## config.mk

```make
export PLATFORM = sky130hd
export DESIGN_NAME = mem_bus_arbiter_flat
export DESIGN_NICKNAME = d
export VERILOG_FILES = /design/src/rtl/mem_bus_arbiter_pkg.sv /design/src/rtl/mem_bus_arbiter_if.sv /design/src/rtl/mem_bus_addr_decode.sv /design/src/rtl/mem_bus_arbiter.sv /design/src/flat_wrapper.sv
export SDC_FILE = /design/constraint.sdc
export NUM_CORES = 1
export LEC_CHECK = 0
export ABC_AREA = 0
export BUFFER_PORTS_ARGS = -buffer_cell sky130_fd_sc_hd__buf_2
export CORE_AREA = 3 3 101 103
export DETAILED_ROUTE_END_ITERATION = 10
export DIE_AREA = 0 0 104 106
export GPL_TIMING_DRIVEN = 0
export PLACE_DENSITY = 0.63
export SETUP_SLACK_MARGIN = 0.3
export SYNTH_ARGS = -nofsm -noshare
export SYNTH_HDL_FRONTEND = slang
export SYNTH_HIERARCHICAL = 1
export SYNTH_SLANG_ARGS = --single-unit
```

## constraint.sdc

```tcl
create_clock -name clk -period 2.39 [get_ports clk]
set_input_delay 0.239 -clock clk [delete_from_list [all_inputs] [get_ports clk]]
set_output_delay 0.239 -clock clk [all_outputs]
set_load 0.005 [all_outputs]
```

## src/rtl/mem_bus_arbiter_pkg.sv

```systemverilog
// Shared types and constants for the two-master AXI4-Lite bus arbiter.
// Grant codes double as the owner/target select seen by SRAM and UART.
package mem_bus_arbiter_pkg;

   typedef enum logic [1:0] {
      EMPTY   = 2'b00,
      INSTMEM = 2'b01,
      DATAMEM = 2'b10,
      UART    = 2'b11
   } grant_t;

   localparam int ACERR_WIDTH = 2;
   localparam logic [ACERR_WIDTH-1:0] OKAY   = 2'b00;
   localparam logic [ACERR_WIDTH-1:0] DECERR = 2'b11;

   localparam int NUM_ARB_MASTERS = 2;

   typedef enum logic [1:0] {
      IDLE = 2'b00,
      BUSY = 2'b01,
      ERR  = 2'b10
   } state_t;

   typedef enum logic {
      READ  = 1'b0,
      WRITE = 1'b1
   } op_t;

endpackage

```

## src/rtl/mem_bus_arbiter_if.sv

```systemverilog
// Master, slave and grant signals around the arbiter.
// The slave modport is the arbiter's own view of the bus.
interface mem_bus_arbiter_if
   import mem_bus_arbiter_pkg::*;
#(
   parameter int DATA_WIDTH = 32
) ();

   logic [DATA_WIDTH-1:0]  i_araddr;
   logic                   i_arvalid;
   logic                   i_rready;
   logic                   i_arready;
   logic                   i_rvalid;
   logic [DATA_WIDTH-1:0]  i_rdata;
   logic [ACERR_WIDTH-1:0] i_rresp;

   logic [DATA_WIDTH-1:0]  d_araddr;
   logic                   d_arvalid;
   logic                   d_rready;
   logic [DATA_WIDTH-1:0]  d_awaddr;
   logic                   d_awvalid;
   logic                   d_wvalid;
   logic                   d_bready;
   logic                   d_arready;
   logic                   d_rvalid;
   logic [DATA_WIDTH-1:0]  d_rdata;
   logic [ACERR_WIDTH-1:0] d_rresp;
   logic                   d_awready;
   logic                   d_wready;
   logic                   d_bvalid;
   logic [ACERR_WIDTH-1:0] d_bresp;

   logic                   s_aready;
   logic                   s_rvalid;
   logic [DATA_WIDTH-1:0]  s_rdata;
   logic [ACERR_WIDTH-1:0] s_rresp;
   logic                   s_awready;
   logic                   s_wready;
   logic                   s_bvalid;
   logic [ACERR_WIDTH-1:0] s_bresp;

   logic                   u_aready;
   logic                   u_rvalid;
   logic [DATA_WIDTH-1:0]  u_rdata;
   logic [ACERR_WIDTH-1:0] u_rresp;
   logic                   u_awready;
   logic                   u_wready;
   logic                   u_bvalid;
   logic [ACERR_WIDTH-1:0] u_bresp;

   grant_t                 grant;

   modport slave (
      input  i_araddr, i_arvalid, i_rready,
      output i_arready, i_rvalid, i_rdata, i_rresp,
      input  d_araddr, d_arvalid, d_rready,
      input  d_awaddr, d_awvalid, d_wvalid, d_bready,
      output d_arready, d_rvalid, d_rdata, d_rresp,
      output d_awready, d_wready, d_bvalid, d_bresp,
      input  s_aready, s_rvalid, s_rdata, s_rresp,
      input  s_awready, s_wready, s_bvalid, s_bresp,
      input  u_aready, u_rvalid, u_rdata, u_rresp,
      input  u_awready, u_wready, u_bvalid, u_bresp,
      output grant
   );

   modport master (
      output i_araddr, i_arvalid, i_rready,
      input  i_arready, i_rvalid, i_rdata, i_rresp,
      output d_araddr, d_arvalid, d_rready,
      output d_awaddr, d_awvalid, d_wvalid, d_bready,
      input  d_arready, d_rvalid, d_rdata, d_rresp,
      input  d_awready, d_wready, d_bvalid, d_bresp,
      output s_aready, s_rvalid, s_rdata, s_rresp,
      output s_awready, s_wready, s_bvalid, s_bresp,
      output u_aready, u_rvalid, u_rdata, u_rresp,
      output u_awready, u_wready, u_bvalid, u_bresp,
      input  grant
   );

endinterface

```

## src/rtl/mem_bus_addr_decode.sv

```systemverilog
// Maps an LSU byte address to its slave: the UART window or data SRAM.
// Compared one bit wider so a window touching the top of memory cannot wrap.
module mem_bus_addr_decode
   import mem_bus_arbiter_pkg::*;
#(
   parameter int                    DATA_WIDTH = 32,
   parameter logic [DATA_WIDTH-1:0] UART_BASE  = 32'ha000_03f8,
   parameter logic [DATA_WIDTH-1:0] UART_SIZE  = 32'h8
) (
   input  logic [DATA_WIDTH-1:0] addr_i,
   output grant_t                tgt_o
);

   logic [DATA_WIDTH:0] addr_x;
   logic [DATA_WIDTH:0] lo_x;
   logic [DATA_WIDTH:0] hi_x;

   assign addr_x = {1'b0, addr_i};
   assign lo_x   = {1'b0, UART_BASE};
   assign hi_x   = lo_x + {1'b0, UART_SIZE};

   assign tgt_o = (addr_x >= lo_x && addr_x < hi_x)
                ? UART : DATAMEM;

endmodule

```

## src/rtl/mem_bus_arbiter.sv

```systemverilog
// Two-master (IFU/LSU) AXI4-Lite arbiter in front of SRAM and UART.
// Owns a registered grant, routes responses, and forces DECERR on timeout.
module mem_bus_arbiter
   import mem_bus_arbiter_pkg::*;
#(
   parameter int                    DATA_WIDTH     = 32,
   parameter logic [DATA_WIDTH-1:0] UART_BASE      = 32'ha000_03f8,
   parameter logic [DATA_WIDTH-1:0] UART_SIZE      = 32'h8,
   parameter int                    TIMEOUT_CYCLES = 256
) (
   input logic              clk,
   input logic              rstn,
   mem_bus_arbiter_if.slave bus
);

   localparam int CW = $clog2(TIMEOUT_CYCLES);
   localparam logic [CW-1:0] CNT_LAST = CW'(TIMEOUT_CYCLES - 1);

   state_t  state_q, state_d;
   grant_t  grant_q, grant_d;
   grant_t  last_q, last_d;
   op_t     op_q, op_d;
   logic    lsu_q, lsu_d;
   logic    uart_q, uart_d;
   logic [CW-1:0] cnt_q, cnt_d;

   logic [DATA_WIDTH-1:0] d_addr;
   grant_t                d_tgt;

   logic                   t_aready;
   logic                   t_rvalid;
   logic [DATA_WIDTH-1:0]  t_rdata;
   logic [ACERR_WIDTH-1:0] t_rresp;
   logic                   t_awready;
   logic                   t_wready;
   logic                   t_bvalid;
   logic [ACERR_WIDTH-1:0] t_bresp;

   logic ireq, dreq, pick_lsu;
   logic own_rready, done, err_ack;
   logic unused_sig;

   assign unused_sig = ^{bus.i_araddr, bus.d_wvalid};

   // The write address wins the decode when both LSU channels are up.
   assign d_addr = bus.d_awvalid ? bus.d_awaddr : bus.d_araddr;

   mem_bus_addr_decode #(
      .DATA_WIDTH (DATA_WIDTH),
      .UART_BASE  (UART_BASE),
      .UART_SIZE  (UART_SIZE)
   ) u_dec (
      .addr_i (d_addr),
      .tgt_o  (d_tgt)
   );

   always_comb begin
      t_aready  = bus.s_aready;
      t_rvalid  = bus.s_rvalid;
      t_rdata   = bus.s_rdata;
      t_rresp   = bus.s_rresp;
      t_awready = bus.s_awready;
      t_wready  = bus.s_wready;
      t_bvalid  = bus.s_bvalid;
      t_bresp   = bus.s_bresp;
      if (uart_q) begin
         t_aready  = bus.u_aready;
         t_rvalid  = bus.u_rvalid;
         t_rdata   = bus.u_rdata;
         t_rresp   = bus.u_rresp;
         t_awready = bus.u_awready;
         t_wready  = bus.u_wready;
         t_bvalid  = bus.u_bvalid;
         t_bresp   = bus.u_bresp;
      end
   end

   assign ireq       = bus.i_arvalid;
   assign dreq       = bus.d_arvalid | bus.d_awvalid;
   assign own_rready = lsu_q ? bus.d_rready : bus.i_rready;
   assign done       = (op_q == WRITE) ? (t_bvalid & bus.d_bready)
                                       : (t_rvalid & own_rready);
   assign err_ack    = (op_q == WRITE) ? bus.d_bready : own_rready;

   always_ff @(posedge clk or negedge rstn) begin
      if (!rstn) begin
         state_q <= IDLE;
         grant_q <= EMPTY;
         last_q  <= DATAMEM;
         op_q    <= READ;
         lsu_q   <= 1'b0;
         uart_q  <= 1'b0;
         cnt_q   <= '0;
      end else begin
         state_q <= state_d;
         grant_q <= grant_d;
         last_q  <= last_d;
         op_q    <= op_d;
         lsu_q   <= lsu_d;
         uart_q  <= uart_d;
         cnt_q   <= cnt_d;
      end
   end

   always_comb begin
      state_d  = state_q;
      grant_d  = grant_q;
      last_d   = last_q;
      op_d     = op_q;
      lsu_d    = lsu_q;
      uart_d   = uart_q;
      cnt_d    = cnt_q;
      pick_lsu = 1'b0;
      unique case (state_q)
         IDLE: begin
            if (ireq | dreq) begin
               // Under contention the previous owner yields.
               pick_lsu = dreq & (~ireq | (last_q == INSTMEM));
               lsu_d    = pick_lsu;
               op_d     = (pick_lsu & bus.d_awvalid) ? WRITE : READ;
               uart_d   = pick_lsu & (d_tgt == UART);
               grant_d  = pick_lsu ? d_tgt : INSTMEM;
               cnt_d    = '0;
               state_d  = BUSY;
            end
         end
         BUSY: begin
            if (done) begin
               grant_d = EMPTY;
               last_d  = lsu_q ? DATAMEM : INSTMEM;
               state_d = IDLE;
            end else if (cnt_q == CNT_LAST) begin
               grant_d = EMPTY;
               state_d = ERR;
            end else begin
               cnt_d = cnt_q + CW'(1);
            end
         end
         ERR: begin
            if (err_ack) begin
               last_d  = lsu_q ? DATAMEM : INSTMEM;
               state_d = IDLE;
            end
         end
         default: state_d = IDLE;
      endcase
   end

   always_comb begin
      bus.i_arready = 1'b0;
      bus.i_rvalid  = 1'b0;
      bus.i_rdata   = '0;
      bus.i_rresp   = OKAY;
      bus.d_arready = 1'b0;
      bus.d_rvalid  = 1'b0;
      bus.d_rdata   = '0;
      bus.d_rresp   = OKAY;
      bus.d_awready = 1'b0;
      bus.d_wready  = 1'b0;
      bus.d_bvalid  = 1'b0;
      bus.d_bresp   = OKAY;
      unique case (state_q)
         BUSY: begin
            if (lsu_q) begin
               bus.d_arready = t_aready;
               bus.d_rvalid  = t_rvalid;
               bus.d_rdata   = t_rdata;
               bus.d_rresp   = t_rresp;
               bus.d_awready = t_awready;
               bus.d_wready  = t_wready;
               bus.d_bvalid  = t_bvalid;
               bus.d_bresp   = t_bresp;
            end else begin
               bus.i_arready = t_aready;
               bus.i_rvalid  = t_rvalid;
               bus.i_rdata   = t_rdata;
               bus.i_rresp   = t_rresp;
            end
         end
         ERR: begin
            if (!lsu_q) begin
               bus.i_rvalid = 1'b1;
               bus.i_rresp  = DECERR;
            end else if (op_q == WRITE) begin
               bus.d_bvalid = 1'b1;
               bus.d_bresp  = DECERR;
            end else begin
               bus.d_rvalid = 1'b1;
               bus.d_rresp  = DECERR;
            end
         end
         default: begin
         end
      endcase
   end

   assign bus.grant = grant_q;

endmodule

```

## src/flat_wrapper.sv

```systemverilog
// flat-port wrapper written by rule: the top's interface ports become plain ports
module mem_bus_arbiter_flat import mem_bus_arbiter_pkg::*;
#(
   parameter int                    DATA_WIDTH     = 32,
   parameter logic [DATA_WIDTH-1:0] UART_BASE      = 32'ha000_03f8,
   parameter logic [DATA_WIDTH-1:0] UART_SIZE      = 32'h8,
   parameter int                    TIMEOUT_CYCLES = 256
)
  (clk, rstn, bus_i_araddr, bus_i_arvalid, bus_i_rready, bus_i_arready, bus_i_rvalid, bus_i_rdata, bus_i_rresp, bus_d_araddr, bus_d_arvalid, bus_d_rready, bus_d_awaddr, bus_d_awvalid, bus_d_wvalid, bus_d_bready, bus_d_arready, bus_d_rvalid, bus_d_rdata, bus_d_rresp, bus_d_awready, bus_d_wready, bus_d_bvalid, bus_d_bresp, bus_s_aready, bus_s_rvalid, bus_s_rdata, bus_s_rresp, bus_s_awready, bus_s_wready, bus_s_bvalid, bus_s_bresp, bus_u_aready, bus_u_rvalid, bus_u_rdata, bus_u_rresp, bus_u_awready, bus_u_wready, bus_u_bvalid, bus_u_bresp, bus_grant);
  mem_bus_arbiter_if #(.DATA_WIDTH(DATA_WIDTH)) bus_i ();
  input logic clk;
  input logic rstn;
  input wire logic [$bits(bus_i.i_araddr)-1:0] bus_i_araddr;
  input wire logic [$bits(bus_i.i_arvalid)-1:0] bus_i_arvalid;
  input wire logic [$bits(bus_i.i_rready)-1:0] bus_i_rready;
  output wire logic [$bits(bus_i.i_arready)-1:0] bus_i_arready;
  output wire logic [$bits(bus_i.i_rvalid)-1:0] bus_i_rvalid;
  output wire logic [$bits(bus_i.i_rdata)-1:0] bus_i_rdata;
  output wire logic [$bits(bus_i.i_rresp)-1:0] bus_i_rresp;
  input wire logic [$bits(bus_i.d_araddr)-1:0] bus_d_araddr;
  input wire logic [$bits(bus_i.d_arvalid)-1:0] bus_d_arvalid;
  input wire logic [$bits(bus_i.d_rready)-1:0] bus_d_rready;
  input wire logic [$bits(bus_i.d_awaddr)-1:0] bus_d_awaddr;
  input wire logic [$bits(bus_i.d_awvalid)-1:0] bus_d_awvalid;
  input wire logic [$bits(bus_i.d_wvalid)-1:0] bus_d_wvalid;
  input wire logic [$bits(bus_i.d_bready)-1:0] bus_d_bready;
  output wire logic [$bits(bus_i.d_arready)-1:0] bus_d_arready;
  output wire logic [$bits(bus_i.d_rvalid)-1:0] bus_d_rvalid;
  output wire logic [$bits(bus_i.d_rdata)-1:0] bus_d_rdata;
  output wire logic [$bits(bus_i.d_rresp)-1:0] bus_d_rresp;
  output wire logic [$bits(bus_i.d_awready)-1:0] bus_d_awready;
  output wire logic [$bits(bus_i.d_wready)-1:0] bus_d_wready;
  output wire logic [$bits(bus_i.d_bvalid)-1:0] bus_d_bvalid;
  output wire logic [$bits(bus_i.d_bresp)-1:0] bus_d_bresp;
  input wire logic [$bits(bus_i.s_aready)-1:0] bus_s_aready;
  input wire logic [$bits(bus_i.s_rvalid)-1:0] bus_s_rvalid;
  input wire logic [$bits(bus_i.s_rdata)-1:0] bus_s_rdata;
  input wire logic [$bits(bus_i.s_rresp)-1:0] bus_s_rresp;
  input wire logic [$bits(bus_i.s_awready)-1:0] bus_s_awready;
  input wire logic [$bits(bus_i.s_wready)-1:0] bus_s_wready;
  input wire logic [$bits(bus_i.s_bvalid)-1:0] bus_s_bvalid;
  input wire logic [$bits(bus_i.s_bresp)-1:0] bus_s_bresp;
  input wire logic [$bits(bus_i.u_aready)-1:0] bus_u_aready;
  input wire logic [$bits(bus_i.u_rvalid)-1:0] bus_u_rvalid;
  input wire logic [$bits(bus_i.u_rdata)-1:0] bus_u_rdata;
  input wire logic [$bits(bus_i.u_rresp)-1:0] bus_u_rresp;
  input wire logic [$bits(bus_i.u_awready)-1:0] bus_u_awready;
  input wire logic [$bits(bus_i.u_wready)-1:0] bus_u_wready;
  input wire logic [$bits(bus_i.u_bvalid)-1:0] bus_u_bvalid;
  input wire logic [$bits(bus_i.u_bresp)-1:0] bus_u_bresp;
  output wire logic [$bits(bus_i.grant)-1:0] bus_grant;
  assign bus_i.i_araddr = bus_i_araddr;
  assign bus_i.i_arvalid = bus_i_arvalid;
  assign bus_i.i_rready = bus_i_rready;
  assign bus_i_arready = bus_i.i_arready;
  assign bus_i_rvalid = bus_i.i_rvalid;
  assign bus_i_rdata = bus_i.i_rdata;
  assign bus_i_rresp = bus_i.i_rresp;
  assign bus_i.d_araddr = bus_d_araddr;
  assign bus_i.d_arvalid = bus_d_arvalid;
  assign bus_i.d_rready = bus_d_rready;
  assign bus_i.d_awaddr = bus_d_awaddr;
  assign bus_i.d_awvalid = bus_d_awvalid;
  assign bus_i.d_wvalid = bus_d_wvalid;
  assign bus_i.d_bready = bus_d_bready;
  assign bus_d_arready = bus_i.d_arready;
  assign bus_d_rvalid = bus_i.d_rvalid;
  assign bus_d_rdata = bus_i.d_rdata;
  assign bus_d_rresp = bus_i.d_rresp;
  assign bus_d_awready = bus_i.d_awready;
  assign bus_d_wready = bus_i.d_wready;
  assign bus_d_bvalid = bus_i.d_bvalid;
  assign bus_d_bresp = bus_i.d_bresp;
  assign bus_i.s_aready = bus_s_aready;
  assign bus_i.s_rvalid = bus_s_rvalid;
  assign bus_i.s_rdata = bus_s_rdata;
  assign bus_i.s_rresp = bus_s_rresp;
  assign bus_i.s_awready = bus_s_awready;
  assign bus_i.s_wready = bus_s_wready;
  assign bus_i.s_bvalid = bus_s_bvalid;
  assign bus_i.s_bresp = bus_s_bresp;
  assign bus_i.u_aready = bus_u_aready;
  assign bus_i.u_rvalid = bus_u_rvalid;
  assign bus_i.u_rdata = bus_u_rdata;
  assign bus_i.u_rresp = bus_u_rresp;
  assign bus_i.u_awready = bus_u_awready;
  assign bus_i.u_wready = bus_u_wready;
  assign bus_i.u_bvalid = bus_u_bvalid;
  assign bus_i.u_bresp = bus_u_bresp;
  assign bus_grant = bus_i.grant;
  mem_bus_arbiter #(.DATA_WIDTH(DATA_WIDTH), .UART_BASE(UART_BASE), .UART_SIZE(UART_SIZE), .TIMEOUT_CYCLES(TIMEOUT_CYCLES)) u_core (.clk(clk), .rstn(rstn), .bus(bus_i));
endmodule
```

==> results of run 1 <==
[routing by layer]
layer	track usage, %	up-vias	share of wire [%]
met5	0	-	0.86
met3	6.86	16	10
met2	33.8	150	48
li1	-	1577	-
met4	1.99	12	0.50
met1	23.6	1467	40
[path summary, 6_finish.rpt]
path / slack (ns) / cells after the start / to / startpoint
max: 0.37 / 6 / bus_d_wready / u_core/uart_q
min: 0.42 / 4 / u_core/uart_q / bus_i_arvalid
max reg2reg: 0.40 / 6 / u_core/cnt_q[4] / u_core/cnt_q[0]
min reg2reg: 0.52 / 2 / u_core/last_q[0] / u_core/last_q[0]
max in group asynchronous: 1.62 / 2 / u_core/last_q[1] / rstn
min in group asynchronous: 0.44 / 2 / u_core/cnt_q[7] / rstn
[sequential cells by signal, summed over array words and instances, names as in the netlist]
signal            count
u_core/op_q           1
u_core/cnt_q          8
u_core/lsu_q          1
u_core/state_q        2
u_core/last_q         2
u_core/bus.grant      2
u_core/uart_q         1
[critical path, stage by stage (launching register included)]
cell     delay (ns)
dfrtp_1        0.34
buf_6          0.14
buf_4          0.23
buf_6          0.23
mux2i_1        0.35
nor2_1         0.08
buf_2          0.14
[report_power, final]
part	leakage (uW)	switching (uW)	total [uW]	internal (uW)
combinational	0.00174	940	1760	819
clock	0.0000228	96.6	215	118
sequential	0.000222	55.3	430	375
total	0.00199	1090	2400	1310
[layout by cell type, fill, tap and decap left out, drive strengths merged, types with 2 or more instances in the layout]
cell	instances
o32ai	3
mux2i	43
nand4	3
a211oi	2
ha	5
o311ai	2
nor2	73
and2	7
nand2b	3
o211ai	5
nor3	3
nand2	26
a31o	3
nor4	7
mux2	31
nand3	10
nor4b	4
o31ai	2
clkbuf	11
o22ai	2
or2	2
a21oi	3
buf	245
o21ai	7
nor2b	2
dfrtp	16
nand4b	2
inv	7
[what timing repair did]
| item | 4_1_cts | 5_1_grt |
|---|---|---|
| endpoints found under the hold margin | 16 | 0 |
| hold buffers | 1 | 0 |
| setup endpoints to repair | 74 | 70 |
| resized for setup | 21 | 20 |
| setup buffers | 0 | 2 |
[final cells by class]
cell class | count | area share, %
multi-input combinational | 264 | 49.0
timing repair buffer | 228 | 29.4
sequential | 17 | 10.9
buffer | 25 | 4.70
tap | 129 | 4.12
clock buffer | 4 | 1.15
inverter | 7 | 0.671
[stage by stage]
| step | total power [uW] | worst slack [ns] | utilization, % | std cells |
|---|---|---|---|---|
| 2_1_floorplan | 1400 | 0.385 | - | 313 |
| 3_3_place_gp | 2080 | 0.00137 | 40.3 | 667 |
| 3_5_place_dp | 2120 | 0.0462 | 40.3 | 667 |
| 4_1_cts | 2380 | 0.302 | 41.5 | 672 |
| 5_1_grt | 2620 | 0.285 | 42.2 | 674 |
| 6_report | 2400 | 0.371 | 42.2 | 674 |
==> flow_summary.toml, run 1 <==
[die]
die_h_um = 106
std_cell_rows = 35
dieWidth_um = 104
start_util_pct = 26.3
core_area_mm2 = 0.00928
io_pins = 266
die_area_mm2 = 0.0110

[route]
first_pass_iters = 4
vias = 3222
drc = 0
drt_iter0_drc = 121
via_per_inst = 4.78
wl_per_cell_um = 16.8
antenna_left = 0
wl_mm = 11.3

[sta]
fin_tns_setup_ns = 0
tightestPinTransition_ns = 0.563
final_hold_viol_count = 0
setup_viol = 0
fin_skew_ns = 0.00432
timing.slew.headroom_pct = 62.3
fin_hold_ws_ns = 0.417
fin_crit_ns = 2.02
fmax_mhz = 495
slew_viol_final = 0
timing.final.crit_share_pct = 84.5
rsz0062_at_grt = "true"

[worst_setup_path]
crit_fanout = 10
critPathLaunchType = "register"
crit_required_ns = 2.15
critical_path_class = "register to primary output"
critPathCaptureType = "primary output"
worstPathArrival_ns = 1.78

[logic_synthesis]
syn-num-nets = 505
avgSynthCellArea_um2 = 7.82
yosysWarnings = 6
syn_inst = 313
syn_area_mm2 = 0.00245

[layout]
drive_above_1_share_pct = 55.2
fin_area_mm2 = 0.00391
nNetsFinal = 738
multi_input_area_mm2 = 0.00192
synthToLayoutAreaGrowth_pct = 60.0
n_antenna_cell = 0
nFillCells = 992
seq_area_um2 = 427

[global_routing]
grt_usage_pct = 19.3
grt_antenna_before_repair = 6
grt_pass1_vias = 3234
overflow = 0
grt_pass1_wl_mm = 16.9
grt_max_degree = 18

[power_and_ir_drop]
ir_worst_vdd_uv = 228
p_leak_uw = 0.00199
power_density_mw_per_mm2 = 614

[place]
placed_area_mm2 = 0.00374
port_buffers = 225
place_congestion = 0.886
hpwl_mm = 9.84

[worst_hold_path]
hold_path_class = "input port to register"

[clock_tree]
ctsLongestPathBuffers = 2
clock_latency_ns = 0.25
cts_root_buf = "clkbuf_8"
cts_tree = "done"
numCtsBuffers = 3
htree_levels = 1
cts.sink_count = 17
clk_pin_slew_ns = 0.06

[flow_run]
maxCapViolCount = 0

[outcome]
outcome = "completed"
Note: power is estimated with default switching activity, not from simulation.
==> run 2: changes to the inputs <==
==> constraint.sdc (replaced) <==
create_clock -name clk -period 1.9 [get_ports clk]
set_input_delay 0.19 -clock clk [delete_from_list [all_inputs] [get_ports clk]]
set_output_delay 0.19 -clock clk [all_outputs]
set_load 0.005 [all_outputs]
==> run 2 against run 1 <==
First-iteration DRC count rose by 39%; sequential power grew 30%; clock-buffer cell count shrank 1; final area rose by 29%; critical endpoint is now bus_d_rdata[20]; non-clock buffer count is 33 higher; die area unchanged; utilization increased by 12 points; worst setup slack worse by 0.33 ns.
==> flow_summary.toml, run 2 (synthesized netlist as in run 1, its figures left out) <==
[global_routing]
grt_max_degree = 18
overflow = 0
grt_pass1_vias = 3470
grt_usage_pct = 21.6
grt_antenna_before_repair = 3
grt_pass1_wl_mm = 18.7

[outcome]
outcome = "completed"

[die]
start_util_pct = 26.3
std_cell_rows = 35
die_area_mm2 = 0.0110
die_h_um = 106
dieWidth_um = 104
core_area_mm2 = 0.00928
io_pins = 266

[clock_tree]
cts_root_buf = "clkbuf_8"
clk_pin_slew_ns = 0.07
cts.sink_count = 17
ctsLongestPathBuffers = 2
numCtsBuffers = 3
clock_latency_ns = 0.26
cts_tree = "done"
htree_levels = 1

[route]
drc = 0
via_per_inst = 4.97
wl_mm = 13.3
antenna_left = 0
first_pass_iters = 4
drt_iter0_drc = 168
wl_per_cell_um = 18.8
vias = 3511

[worst_setup_path]
cp_slowest_stage_delay_ns = 0.36
worstReg2RegStart = "u_core/state_q[1]"
slowest_stage = "dfrtp_1"
r2r_cells = 7
critPathCaptureType = "primary output"
reg2reg_setup_slack_ns = 0.08
critPathLaunchType = "register"
worstPathArrival_ns = 1.66
path_cells = "buf_8 -> buf_12 -> buf_8 -> mux2i_1 -> nor2_1 -> buf_2"
critical_path_class = "register to primary output"
crit_required_ns = 1.71
worstReg2RegEnd = "u_core/cnt_q[0]"
crit_fanout = 10
crit_top_cell = "buf_8"

[layout]
fin_area_mm2 = 0.00505
drive_above_1_share_pct = 73.4
final_common_cell = "buf_2"
n_antenna_cell = 0
layout_common_cells = "buf_2 (222), nor2_1 (45), mux2_2 (25), nand2_1 (24), buf_4 (23)"
regMostFlops = "u_core/cnt_q"
synthToLayoutAreaGrowth_pct = 106
nNetsFinal = 771
largest_reg_flops = 8

[sta]
rsz0062_at_grt = "true"
final_hold_viol_count = 0
fin_hold_ws_ns = 0.334
fin_crit_ns = 1.85
fmax_mhz = 539
slew_viol_final = 0
timing.final.crit_share_pct = 97.6
timing.slew.headroom_pct = 62.9
fin_skew_ns = 0.000865
tightestPinTransition_ns = 0.542
setup_viol = 0

[worst_hold_path]
min_path_cells = 4
worstHoldStart = "bus_d_awvalid"
hold_path_class = "input port to register"
min_to = "u_core/uart_q"

[power_and_ir_drop]
p_leak_uw = 0.00237
power_density_mw_per_mm2 = 870
ir_worst_vdd_uv = 422

[place]
hpwl_mm = 10.3
place_congestion = 0.846
port_buffers = 225
placed_area_mm2 = 0.00392

[flow_run]
maxCapViolCount = 0
## run 2: cell types whose count changed in the layout (fill, tap and decap cells not counted), moves of 5 or more
cell / delta
buf_12: +5
buf_2: -9
buf_4: +14
buf_6: +12
buf_8: +8
clkbuf_4: -5
mux2i_1: -23
mux2i_2: +7
mux2i_4: +16
nor2_1: -28
nor2_2: +21
nor2_4: +7
nor4_1: -5
o21ai_0: -6
## run 2: area by class of cell
| type | count | area [um2] |
|---|---|---|
| Tap cell | 129 | 161 |
| Fill cell | 853 | 4230 |
| Clock buffer | 3 | 41.3 |
| Multi-Input combinational cell | 264 | 2490 |
| Clock inverter | 1 | 7.51 |
| Buffer | 25 | 375 |
| Inverter | 7 | 30.0 |
| Timing Repair Buffer | 261 | 1520 |
| Sequential cell | 17 | 428 |
## run 2: routing by layer
metal	global-route usage, %	wire, um	vias up
met1	28.0	5660	1669
met3	4.13	949	20
li1	-	-	1647
met5	0	47	-
met4	4.84	225	6
met2	37.3	6400	169
## run 2: how the worst max path moves through the flow
| stage | start | endpoint | slack (ns) | cells after the start |
|---|---|---|---|---|
| floorplan | bus_d_awvalid | u_core/bus.grant[0] | 0.13 | 8 |
| global placement | u_core/uart_q | bus_i_rdata[29] | -0.18 | 6 |
| detailed placement | u_core/uart_q | bus_i_rdata[29] | -0.19 | 6 |
| CTS | u_core/uart_q | bus_d_wready | 0.08 | 7 |
| global route | u_core/state_q[1] | bus_i_rdata[23] | 0.001 | 8 |
| finish | u_core/uart_q | bus_d_rdata[20] | 0.05 | 6 |
## run 2: metrics by stage
| stage | setup WS, ns | utilization [%] | cells | setup TNS, ns | total power [uW] |
|---|---|---|---|---|---|
| final | 0.0456 | 54.4 | 707 | 0 | 4390 |
| after global routing | 0.00131 | 54.4 | 707 | 0 | 4660 |
| after CTS | 0.0825 | 51.3 | 704 | 0 | 4080 |
| after floorplan | 0.129 | - | 313 | 0 | 1910 |
| after detailed placement | -0.190 | 42.2 | 667 | -3.21 | 2840 |
| after global placement | -0.184 | 42.2 | 667 | -2.12 | 2790 |
## run 2: power breakdown
group	internal [uW]	total (uW)	switching, uW
registers	473	558	85.0
logic	1880	3550	1670
clock network	148	287	139
total	2500	4390	1900
## run 2: worst max-delay path: cells and delay by family, from the launching register on
kind	cells	cell delay, ns
buf+inv	4	0.64
flops	1	0.36
mux	1	0.30
simple gates	1	0.09
## run 2: repair_timing
item                                    in CTS  in global routing
endpoints found under the setup margin      92                 92
endpoints found under the hold margin       16                  0
pin swaps                                   22                 14
cloned                                       4                  1
buffers inserted                            28                  2
hold buffers                                 1                  0
gates resized for setup                    113                 59
